--- config.mk ---
export PLATFORM = sky130hd
export DESIGN_NAME = mips_multicycle_ctrl
export DESIGN_NICKNAME = d
export VERILOG_FILES = /design/src/rtl/mips_multicycle_ctrl.sv
export SDC_FILE = /design/constraint.sdc
export NUM_CORES = 1
export LEC_CHECK = 0
export CAP_MARGIN = 10
export CELL_PAD_IN_SITES_DETAIL_PLACEMENT = 1
export CELL_PAD_IN_SITES_GLOBAL_PLACEMENT = 1
export CORE_MARGIN = 3
export CORE_UTILIZATION = 24
export DETAILED_ROUTE_END_ITERATION = 16
export GPL_TIMING_DRIVEN = 0
export HOLD_SLACK_MARGIN = 0.15
export PLACE_DENSITY = 0.84
export SLEW_MARGIN = 20
export SYNTH_ARGS = -nofsm -noshare
export SYNTH_HDL_FRONTEND = slang
export SYNTH_SLANG_ARGS = --single-unit
export TNS_END_PERCENT = 10
--- constraint.sdc ---
create_clock -name clk -period 2 [get_ports clk]
set_input_delay 0.5 -clock clk [delete_from_list [all_inputs] [get_ports clk]]
set_output_delay 0.5 -clock clk [all_outputs]
set_load 0.03 [all_outputs]
--- src/rtl/mips_multicycle_ctrl.sv ---
// Multicycle MIPS control FSM: steps each instruction through fetch/decode/execute/memory/writeback
// and decodes datapath selects and write enables from the current state (pcen also uses zero).
module mips_multicycle_ctrl #(
  parameter logic [3:0] RESET_STATE = 4'd0
) (
  input  logic       clk,
  input  logic       reset_n,
  input  logic [5:0] op,
  input  logic [5:0] funct,
  input  logic       zero,
  output logic       iord,
  output logic       memwrite,
  output logic       irwrite,
  output logic       regdst,
  output logic       memtoreg,
  output logic       regwrite,
  output logic       alusrca,
  output logic [1:0] alusrcb,
  output logic       immzext,
  output logic [1:0] pcsrc,
  output logic       pcen,
  output logic [2:0] alucontrol,
  output logic [3:0] state
);

  typedef enum logic [3:0] {
    FETCH   = 4'd0,
    DECODE  = 4'd1,
    MEMADR  = 4'd2,
    MEMRD   = 4'd3,
    MEMWB   = 4'd4,
    MEMWR   = 4'd5,
    RTYPEEX = 4'd6,
    RTYPEWB = 4'd7,
    BEQEX   = 4'd8,
    BNEEX   = 4'd9,
    IMMEX   = 4'd10,
    IMMWB   = 4'd11,
    JEX     = 4'd12,
    UNUSED13 = 4'd13,
    UNUSED14 = 4'd14,
    UNUSED15 = 4'd15
  } state_t;

  localparam logic [5:0] OP_RTYPE = 6'b000000;
  localparam logic [5:0] OP_LW    = 6'b100011;
  localparam logic [5:0] OP_SW    = 6'b101011;
  localparam logic [5:0] OP_BEQ   = 6'b000100;
  localparam logic [5:0] OP_BNE   = 6'b000101;
  localparam logic [5:0] OP_ADDI  = 6'b001000;
  localparam logic [5:0] OP_ANDI  = 6'b001100;
  localparam logic [5:0] OP_ORI   = 6'b001101;
  localparam logic [5:0] OP_SLTI  = 6'b001010;
  localparam logic [5:0] OP_J     = 6'b000010;

  localparam logic [2:0] ALU_AND = 3'd0;
  localparam logic [2:0] ALU_OR  = 3'd1;
  localparam logic [2:0] ALU_ADD = 3'd2;
  localparam logic [2:0] ALU_BAD = 3'd3;
  localparam logic [2:0] ALU_SUB = 3'd6;
  localparam logic [2:0] ALU_SLT = 3'd7;

  // Unknown funct yields ALU_BAD, which also steers RTYPEEX back to FETCH.
  function automatic logic [2:0] rtype_alu(input logic [5:0] f);
    case (f)
      6'b100000: rtype_alu = ALU_ADD;
      6'b100010: rtype_alu = ALU_SUB;
      6'b100100: rtype_alu = ALU_AND;
      6'b100101: rtype_alu = ALU_OR;
      6'b101010: rtype_alu = ALU_SLT;
      default:   rtype_alu = ALU_BAD;
    endcase
  endfunction

  function automatic logic [2:0] imm_alu(input logic [5:0] o);
    case (o)
      OP_ANDI: imm_alu = ALU_AND;
      OP_ORI:  imm_alu = ALU_OR;
      OP_SLTI: imm_alu = ALU_SLT;
      default: imm_alu = ALU_ADD;
    endcase
  endfunction

  function automatic logic imm_zext(input logic [5:0] o);
    imm_zext = (o == OP_ANDI) || (o == OP_ORI);
  endfunction

  state_t cur_state, nxt_state;
  logic   memwrite_d, irwrite_d, regwrite_d, pcen_d;

  always_ff @(posedge clk or negedge reset_n) begin
    if (!reset_n) cur_state <= state_t'(RESET_STATE);
    else          cur_state <= nxt_state;
  end

  always_comb begin
    nxt_state  = FETCH;
    iord       = 1'b0;
    memwrite_d = 1'b0;
    irwrite_d  = 1'b0;
    regdst     = 1'b0;
    memtoreg   = 1'b0;
    regwrite_d = 1'b0;
    alusrca    = 1'b0;
    alusrcb    = 2'b00;
    immzext    = 1'b0;
    pcsrc      = 2'b00;
    pcen_d     = 1'b0;
    alucontrol = ALU_AND;
    case (cur_state)
      FETCH: begin
        irwrite_d  = 1'b1;
        alusrcb    = 2'b01;
        alucontrol = ALU_ADD;
        pcen_d     = 1'b1;
        nxt_state  = DECODE;
      end
      DECODE: begin
        alusrcb    = 2'b11;
        alucontrol = ALU_ADD;
        case (op)
          OP_LW, OP_SW:                       nxt_state = MEMADR;
          OP_RTYPE:                           nxt_state = RTYPEEX;
          OP_BEQ:                             nxt_state = BEQEX;
          OP_BNE:                             nxt_state = BNEEX;
          OP_ADDI, OP_ANDI, OP_ORI, OP_SLTI:  nxt_state = IMMEX;
          OP_J:                               nxt_state = JEX;
          default:                            nxt_state = FETCH;
        endcase
      end
      MEMADR: begin
        alusrca    = 1'b1;
        alusrcb    = 2'b10;
        alucontrol = ALU_ADD;
        nxt_state  = (op == OP_SW) ? MEMWR : MEMRD;
      end
      MEMRD: begin
        iord      = 1'b1;
        nxt_state = MEMWB;
      end
      MEMWB: begin
        memtoreg   = 1'b1;
        regwrite_d = 1'b1;
      end
      MEMWR: begin
        iord       = 1'b1;
        memwrite_d = 1'b1;
      end
      RTYPEEX: begin
        alusrca    = 1'b1;
        alucontrol = rtype_alu(funct);
        nxt_state  = (rtype_alu(funct) == ALU_BAD) ? FETCH : RTYPEWB;
      end
      RTYPEWB: begin
        regdst     = 1'b1;
        regwrite_d = 1'b1;
        alucontrol = rtype_alu(funct);
      end
      BEQEX, BNEEX: begin
        alusrca    = 1'b1;
        alucontrol = ALU_SUB;
        pcsrc      = 2'b01;
        pcen_d     = (cur_state == BEQEX) ? zero : ~zero;
      end
      IMMEX: begin
        alusrca    = 1'b1;
        alusrcb    = 2'b10;
        alucontrol = imm_alu(op);
        immzext    = imm_zext(op);
        nxt_state  = IMMWB;
      end
      IMMWB: begin
        regwrite_d = 1'b1;
        alucontrol = imm_alu(op);
        immzext    = imm_zext(op);
      end
      JEX: begin
        pcsrc  = 2'b10;
        pcen_d = 1'b1;
      end
      default: nxt_state = FETCH;
    endcase
  end

  // Enables are gated by reset_n directly so none can pulse while reset is asserted.
  assign memwrite = memwrite_d & reset_n;
  assign irwrite  = irwrite_d  & reset_n;
  assign regwrite = regwrite_d & reset_n;
  assign pcen     = pcen_d     & reset_n;
  assign state    = cur_state;

endmodule

==> results.tsv, run 1 <==
metric	value	unit
power.density	893	nW/um^2
status	complete, but fails checks	
vias_per_cell	5.43	
drv_slew	0	
path_clk_slew	40	ps
first_pass_iters	4	
endpoint_kind	primary output	
setup_viol	4	
worst_pin_slew	334	ps
cts_tree	built	
hold_viol	0	
dr.first_iter.drc_count	10	
fin_cells	162	
ys_seq_elements	4	
synth.distinct_cells	38	
synth_edf_count	0	
antenna_left	0	
die_w	56.5	um
io_pins	35	
wirelength	2.59	mm
synthArstFlopShare	1.00	
period_needed	2160	ps
dp_hpwl	1.88	mm
cts_htree_levels	1	
synthTopCellsByArea	dfrtp_1 16%, nand2_1 7.3%, a21oi_1 6.5%	
cts_sinks	4	
fin_skew	3.95	ps
yosysTopAreaCellShare	0.163	
grt_setup_unrepaired	true	
dieArea	3200	um^2
slew_headroom	0.777	
final.setup.tns	-299	ps
grt_antenna_before_repair	0	
post-route-util	0.481	
numPortBuffers	33	
power.total	0.997	mW
use_met1	0.208	
syn_area	613	um^2
drc	0	
violations	setup timing	
max_freq	0.463	GHz
place_inst	152	
path_class	in -> out	
crit_fanout	2	
vias	880	
ys_seq_area_frac	0.163	
rows	17	
p_leak	0.493	nW
min_path_type	in -> async	
first_global_vias	938	
nets	151	
gp_congestion	0.760	
initial_utilization	0.264	
grt_max_degree	11	
grt_pass1_wl	4.37	mm
ir_drop	0.368	mV
cp-start-kind	input port	
coreArea	2320	um^2
wire_per_inst	16.0	um
synth_top_cell_by_area	dfrtp_1	
yosys-top-cells-count	12 x nand2_1, 10 x nor2_1, 8 x a21oi_1	
yosys_warnings	0	
arrival	1660	ps
largest_reg_flops	4	
grt_use_met3	0.0184	
synth_ff_type	dfrtp_1	
numCtsBuffers	3	
synth.avg_cell_area	6.74	um^2
setup_ws	-159	ps
hold_ws	227	ps
yosysMostFrequentCell	nand2_1	
drive_above_1_share	0.448	
synthesis.nets	106	
cts_root_buf	clkbuf_4	
die_y	56.5	um
postSynthCellCount	91	
max_cap_viol_count	0	
clock_latency	230	ps
track_usage	0.166	
critPathRequiredTime	1500	ps
fillers	299	
syn2layout_area_growth	82.0	%
fin_crit_sh	1.08	
clockBufferDepth	2	
antenna_cells	0	
busiest_layer	met2	
grt_util_met2	0.305	
grt.overflow.total	0	
-- metal layers --
metal,part of all wire,wire length (um),up-vias
li1,-,-,424
met1,0.43,1110,439
met2,0.54,1400,17
met3,0.032,82,0
met4,0,0,0
met5,0,0,-
-- power by group --
group / total, mW / switching (mW) / internal, mW
logic: 0.751 / 0.446 / 0.305
clock network: 0.0975 / 0.0305 / 0.0670
registers: 0.148 / 0.0424 / 0.106
-- layout make-up --
class / count / area (um^2) / area share
repair buffers: 40 / 328 / 0.294
clock buffers: 3 / 22.5 / 0.0202
plain buffers: 5 / 56.3 / 0.0504
well taps: 28 / 35.0 / 0.0314
multi-input cells: 77 / 544 / 0.488
flip-flops and latches: 4 / 104 / 0.0930
inverters: 5 / 26.3 / 0.0235
-- critical path, cell delays in order --
cell      delay (ps)
buf_6             90
nand2b_4         130
or4_1            510
a31oi_1          150
o22ai_1          110
buf_4            180
-- timing repair --
action,4_1_cts,5_1_grt
setup buffers,4,3
gates cloned,0,0
resized for setup,87,50
hold buffers,0,0
pin swaps,4,9
setup endpoints to repair,16,16
-- path summary, 6_finish.rpt --
| check | end | startpoint | cells past startpoint | slack, ps |
|---|---|---|---|---|
| max in group asynchronous | state[0] | reset_n | 1 | 1520 |
| max | alucontrol[1] | funct[4] | 6 | -160 |
| min in group clk | state[1] | op[4] | 2 | 590 |
| min reg2reg | state[3] | state[0] | 2 | 650 |
| max reg2reg | state[1] | state[3] | 5 | 510 |
| min | state[3] | reset_n | 1 | 230 |
-- cells in the final DEF, fill, tap and decap left out, types with 3 or more instances in the layout --
cell type,n
nand2_1,12
buf_4,11
clkbuf_2,9
nor2_1,8
a21oi_1,6
clkdlybuf4s15_2,5
nor3_1,4
clkbuf_4,4
clkdlybuf4s50_1,4
buf_2,3
inv_1,3
nand3_1,3
dlygate4sd2_1,3
dfrtp_2,3
-- through the flow --
step | setup slack (ps) | area, um^2
after floorplan | -159 | 623
after global placement | -970 | 988
after detailed placement | -1020 | 988
after CTS | -260 | 1070
after global routing | -231 | 1120
final | -159 | 1120
-- cell families (layout without fill, tap and decap cells) --
| group | Yosys count | after routing | synth area share |
|---|---|---|---|
| AO/OA/AOI/OAI | 26 | 26 | 0.316 |
| XOR/XNOR | 1 | 1 | 0.0143 |
| buffers and inverters | 10 | 53 | 0.0837 |
| flip-flops | 4 | 4 | 0.163 |
| AND/OR/NAND/NOR | 50 | 50 | 0.422 |
(Power assumes the default switching activity.)
==> run 2, diff against run 1 <==
Settings changed: ABC_AREA from default to 1, CORE_MARGIN 3 to 5, PLACE_DENSITY 0.84 to 0.85.
==> run 2 against run 1 <==
The run still ends with setup timing left. Count of clock-buffer cells in the layout did not move. Setup slack improved by 140 ps. Sequential cell count did not move. Global-route usage fell by 3.8 points. Register-to-register slack improved by 240 ps. Critical path type is now reg -> out. Largest cell class unchanged. Largest power group unchanged.
==> results.tsv, run 2 <==
metric	value	unit
nets	179	
min_path_type	in -> async	
fin_skew	3.41	ps
crit_path_max_incr_delay	450	ps
initial_utilization	0.246	
ys_seq_elements	4	
wire_per_inst	12.7	um
yosysMostFrequentCell	nand2_1	
yosysTopAreaCellShare	0.149	
cts_root_buf	clkbuf_4	
coreArea	2730	um^2
critPathRequiredTime	1500	ps
largest_reg_flops	4	
synth.distinct_cells	20	
grt_max_degree	11	
synth_edf_count	0	
postSynthCellCount	123	
endpoint_kind	primary output	
max_freq	0.494	GHz
path_clk_slew	40	ps
yosys_warnings	0	
die_y	63.0	um
antenna_left	0	
track_usage	0.127	
setup_viol	2	
status	complete, but fails checks	
grt_pass1_wl	4.33	mm
grt_antenna_before_repair	0	
synthArstFlopShare	1.00	
drv_slew	0	
synth_ff_type	dfrtp_1	
dp_hpwl	2.05	mm
max_cap_viol_count	0	
gp_congestion	0.842	
cts_htree_levels	1	
power.total	1.02	mW
drc	0	
antenna_cells	0	
worst_pin_slew	348	ps
p_leak	0.573	nW
vias_per_cell	4.72	
dr.first_iter.drc_count	9	
period_needed	2020	ps
crit_fanout	5	
yosys-top-cells-count	26 x nand2_1, 25 x nor2_1, 17 x nand3_1	
place_area	1070	um^2
clockBufferDepth	2	
path_cells	inv_2 -> nor2_4 -> buf_4 -> nor2_2 -> nand2_1 -> a21oi_2 -> buf_4	
die_w	63.0	um
holdBufCountCts	0	
fin_crit_sh	1.01	
grt_setup_unrepaired	true	
path_class	reg -> out	
synthTopCellsByArea	dfrtp_1 15%, nand2_1 14%, nor2_1 14%	
cp-start-kind	flip-flop	
setup_ws	-22.7	ps
io_pins	35	
clock_latency	230	ps
synth_top_cell_by_area	dfrtp_1	
ys_seq_area_frac	0.149	
syn2layout_area_growth	71.0	%
mostFrequentLayoutCell	nand2_1	
hold_viol	0	
numCtsBuffers	3	
syn_area	673	um^2
dieArea	3960	um^2
grt.overflow.total	0	
wirelength	2.46	mm
synthesis.nets	138	
final_cell_area	1150	um^2
rows	19	
first_global_vias	978	
arrival	1520	ps
cts_sinks	4	
vias	910	
power.density	889	nW/um^2
cts_tree	built	
cpMostUsedCell	buf_4	
violations	setup timing	
slew_headroom	0.767	
first_pass_iters	4	
numPortBuffers	34	
drive_above_1_share	0.401	
layout_common_cells	24 x nand2_1, 20 x nor2_1, 12 x nand3_1, 11 x inv_1, 10 x dlygate4sd2_1	
crit_slowest_cell	dfrtp_2	
synth.avg_cell_area	5.47	um^2
ir_drop	0.722	mV
run 2: cell count changes after synthesis, moves of 3 or more:
cell and change:
nor2_1 +15, nand2_1 +14, nand3_1 +14, inv_1 +9
inv_2 +7, nor2_2 +7, a21oi_1 -5, nor3_1 -4
clkbuf_1 -3, nand2b_1 -3, nor2_4 +3, nor2b_1 -3
nor3_2 +3
run 2: what timing repair did:
item | 4_1_cts | 5_1_grt
endpoints found under the setup margin | 16 | 16
pin swaps | 9 | 2
buffers inserted | 1 | 1
resized for setup | 108 | 12
run 2: final timing paths:
| check | end | startpoint | cells after the start | slack (ps) |
|---|---|---|---|---|
| max reg2reg | state[2] | state[0] | 9 | 750 |
| min | state[1] | reset_n | 1 | 210 |
| max | pcen | state[3] | 7 | -20 |
| min reg2reg | state[3] | state[2] | 3 | 730 |
| min in group clk | state[3] | state[2] | 3 | 730 |
| max in group asynchronous | state[3] | reset_n | 1 | 1590 |
run 2: cells by family (layout without fill, tap and decap cells):
logic type	Yosys count	after routing	synth area share
xor gates and xnor gates	1	1	0.0130
AOI/OAI and AO/OA	8	8	0.0706
and+or+nand+nor	88	88	0.634
DFF	4	4	0.149
buffers and inverters	22	61	0.134
run 2: cell type report:
class                   instances  area (um^2)
plain buffers                   2         22.5
fillers                       374         1580
clock buffers                   3         22.5
flip-flops and latches          4          103
repair buffers                 36          314
inverters                      20         75.1
multi-input cells              97          576
well taps                      31         38.8
run 2: worst max-delay path: cells and delay by family (launching register included):
kind / cells / cell delay [ps]
DFF: 1 / 450
buffers and inverters: 3 / 410
and+or+nand+nor: 3 / 290
AOI/OAI and AO/OA: 1 / 140
run 2: power by group:
part / total [mW] / internal (mW) / leakage, nW / switching [mW]
combinational: 0.794 / 0.271 / 0.510 / 0.523
sequential: 0.133 / 0.105 / 0.0498 / 0.0280
clock: 0.0973 / 0.0669 / 0.0138 / 0.0304
run 2: routing by layer:
| metal | routed length [um] | vias to the layer above | global-route usage |
|---|---|---|---|
| li1 | - | 467 | - |
| met1 | 996 | 429 | 0.148 |
| met2 | 1380 | 14 | 0.240 |
| met3 | 80 | 0 | 0.0270 |
| met4 | 0 | 0 | 0.0159 |
| met5 | 0 | - | 0 |
run 2: through the flow:
stage	utilization	hold slack, ps	setup TNS [ps]	worst slack [ps]	std cells
final	0.421	215	-31.4	-22.7	193
after floorplan	-	204	-293	-82.2	123
after global routing	0.421	218	-705	-143	193
after global placement	0.391	721	-6250	-830	188
after CTS	0.415	214	-110	-35.0	192
after detailed placement	0.391	728	-6660	-853	188
==> run 3, diff against run 2 <==
Settings changed: GPL_ROUTABILITY_DRIVEN from default to 0, PLACE_DENSITY 0.85 to 0.81.
==> run 3 against run 2 <==
The flow still finishes with violations (setup timing). Combinational power rose by 0.5%. Register-to-register slack barely moved. Critical path depth fell by 1. Maximum frequency rose by 0.12%. Wire length rose by 2.6%. Final cell count did not move. Power rose by 0.15%. Sequential cell count did not move. Sequential power barely moved. Critical path type is now in -> out. Critical endpoint is now alucontrol[0]. Largest power group unchanged. Highest routed layer is now met4.
==> results.tsv, run 3 (synthesized netlist as in run 2, its figures left out) <==
metric	value	unit
total_switching_power	0.580	mW
largest_reg_flops	4	
place_area	1070	um^2
wire_per_inst	13.1	um
ir_drop	0.811	mV
drive_above_1_share	0.401	
hold_viol	0	
crit_path_max_incr_delay	310	ps
power.density	904	nW/um^2
cts_sinks	4	
holdBufCountCts	0	
cts_htree_levels	1	
drv_slew	0	
setup_ws	-20.2	ps
cp-start-kind	input port	
arrival	1520	ps
hold_ws	224	ps
dp_hpwl	2.04	mm
coreArea	2730	um^2
track_usage	0.137	
fin_crit_sh	1.01	
vias	940	
path_cells	dlygate4sd2_1 -> inv_1 -> nor2_1 -> nand4_1 -> o211ai_1 -> buf_4	
p_seq_frac	0.128	
grt_pass1_wl	4.57	mm
path_class	in -> out	
nets	179	
internal_power	0.446	mW
drc	0	
initial_utilization	0.246	
rows	19	
syn2layout_area_growth	68.4	%
die_y	63.0	um
crit_slowest_cell	dlygate4sd2_1	
vias_per_cell	4.87	
crit_fanout	5	
first_pass_iters	4	
grt_setup_unrepaired	true	
status	complete, but fails checks	
max_cap_viol_count	0	
p_sw_frac	0.565	
p_leak	0.571	nW
grt_antenna_before_repair	0	
endpoint_kind	primary output	
die_w	63.0	um
fin_skew	2.46	ps
setup_viol	3	
slew_headroom	0.791	
worst_pin_slew	312	ps
cts_root_buf	clkbuf_4	
dr.first_iter.drc_count	21	
critPathRequiredTime	1500	ps
period_needed	2020	ps
cts_tree	built	
dieArea	3960	um^2
wirelength	2.52	mm
clkPwrFrac	0.094	
grt_max_degree	11	
cp_top_family	buffers and inverters	
combPwrFrac	0.778	
antenna_left	0	
layout_common_cells	24 x nand2_1, 19 x nor2_1, 12 x nand3_1, 10 x inv_2, 10 x inv_1	
io_pins	35	
grt.overflow.total	0	
mostFrequentLayoutCell	nand2_1	
max_freq	0.495	GHz
reg2reg_slack	760	ps
first_global_vias	1014	
final_cell_area	1130	um^2
clockBufferDepth	2	
violations	setup timing	
path_clk_slew	40	ps
antenna_cells	0	
worst-path-buf-inv	3	
clock_latency	230	ps
min_path_type	in -> async	
numCtsBuffers	3	
numPortBuffers	34	
[run 3: worst paths after layout]
kind / endpoint / cells past startpoint / start
setup / recovery: alucontrol[0] / 6 / op[3]
hold / removal: state[3] / 1 / reset_n
setup reg to reg: state[2] / 9 / state[0]
hold reg to reg: state[3] / 3 / state[2]
max in group asynchronous: state[2] / 1 / reset_n
min in group clk: state[3] / 3 / state[2]
[run 3: cell type report]
| class | instances | area, um^2 |
|---|---|---|
| flip-flops and latches | 4 | 103 |
| clock buffers | 3 | 22.5 |
| repair buffers | 36 | 303 |
| inverters | 20 | 75.1 |
| plain buffers | 2 | 22.5 |
| well taps | 31 | 38.8 |
| multi-input cells | 97 | 569 |
| fillers | 372 | 1600 |
[run 3: timing repair]
action                     CTS  global route
gates cloned                 0             0
resized for setup          103            19
pin swaps                    7             0
buffers inserted             1             1
setup endpoints to repair   16            15
[run 3: power groups by stage]
| stage | Clock, mW | Sequential (mW) | Combinational (mW) |
|---|---|---|---|
| floorplan | 0 | 0.167 | 0.456 |
| global placement | 0 | 0.124 | 0.773 |
| detailed placement | 0 | 0.126 | 0.785 |
| CTS | 0.101 | 0.129 | 0.770 |
| global route | 0.109 | 0.135 | 0.864 |
| finish | 0.0964 | 0.131 | 0.798 |
[run 3: stage by stage]
stage | std cells | setup TNS (ps) | power (mW) | worst slack (ps) | util
finish | 193 | -44.5 | 1.03 | -20.2 | 0.415
global route | 193 | -550 | 1.11 | -113 | 0.415
CTS | 192 | -29.1 | 1.00 | -14.4 | 0.416
detailed placement | 188 | -6760 | 0.910 | -841 | 0.391
global placement | 188 | -6290 | 0.897 | -820 | 0.391
floorplan | 123 | -293 | 0.623 | -82.2 | -
[run 3: layer usage]
metal,vias up,GRT usage,part of all wire
met2,15,0.256,0.56
met3,2,0.0324,0.036
met5,-,0,0
met4,0,0.0318,0.0032
met1,450,0.152,0.40
li1,473,-,-
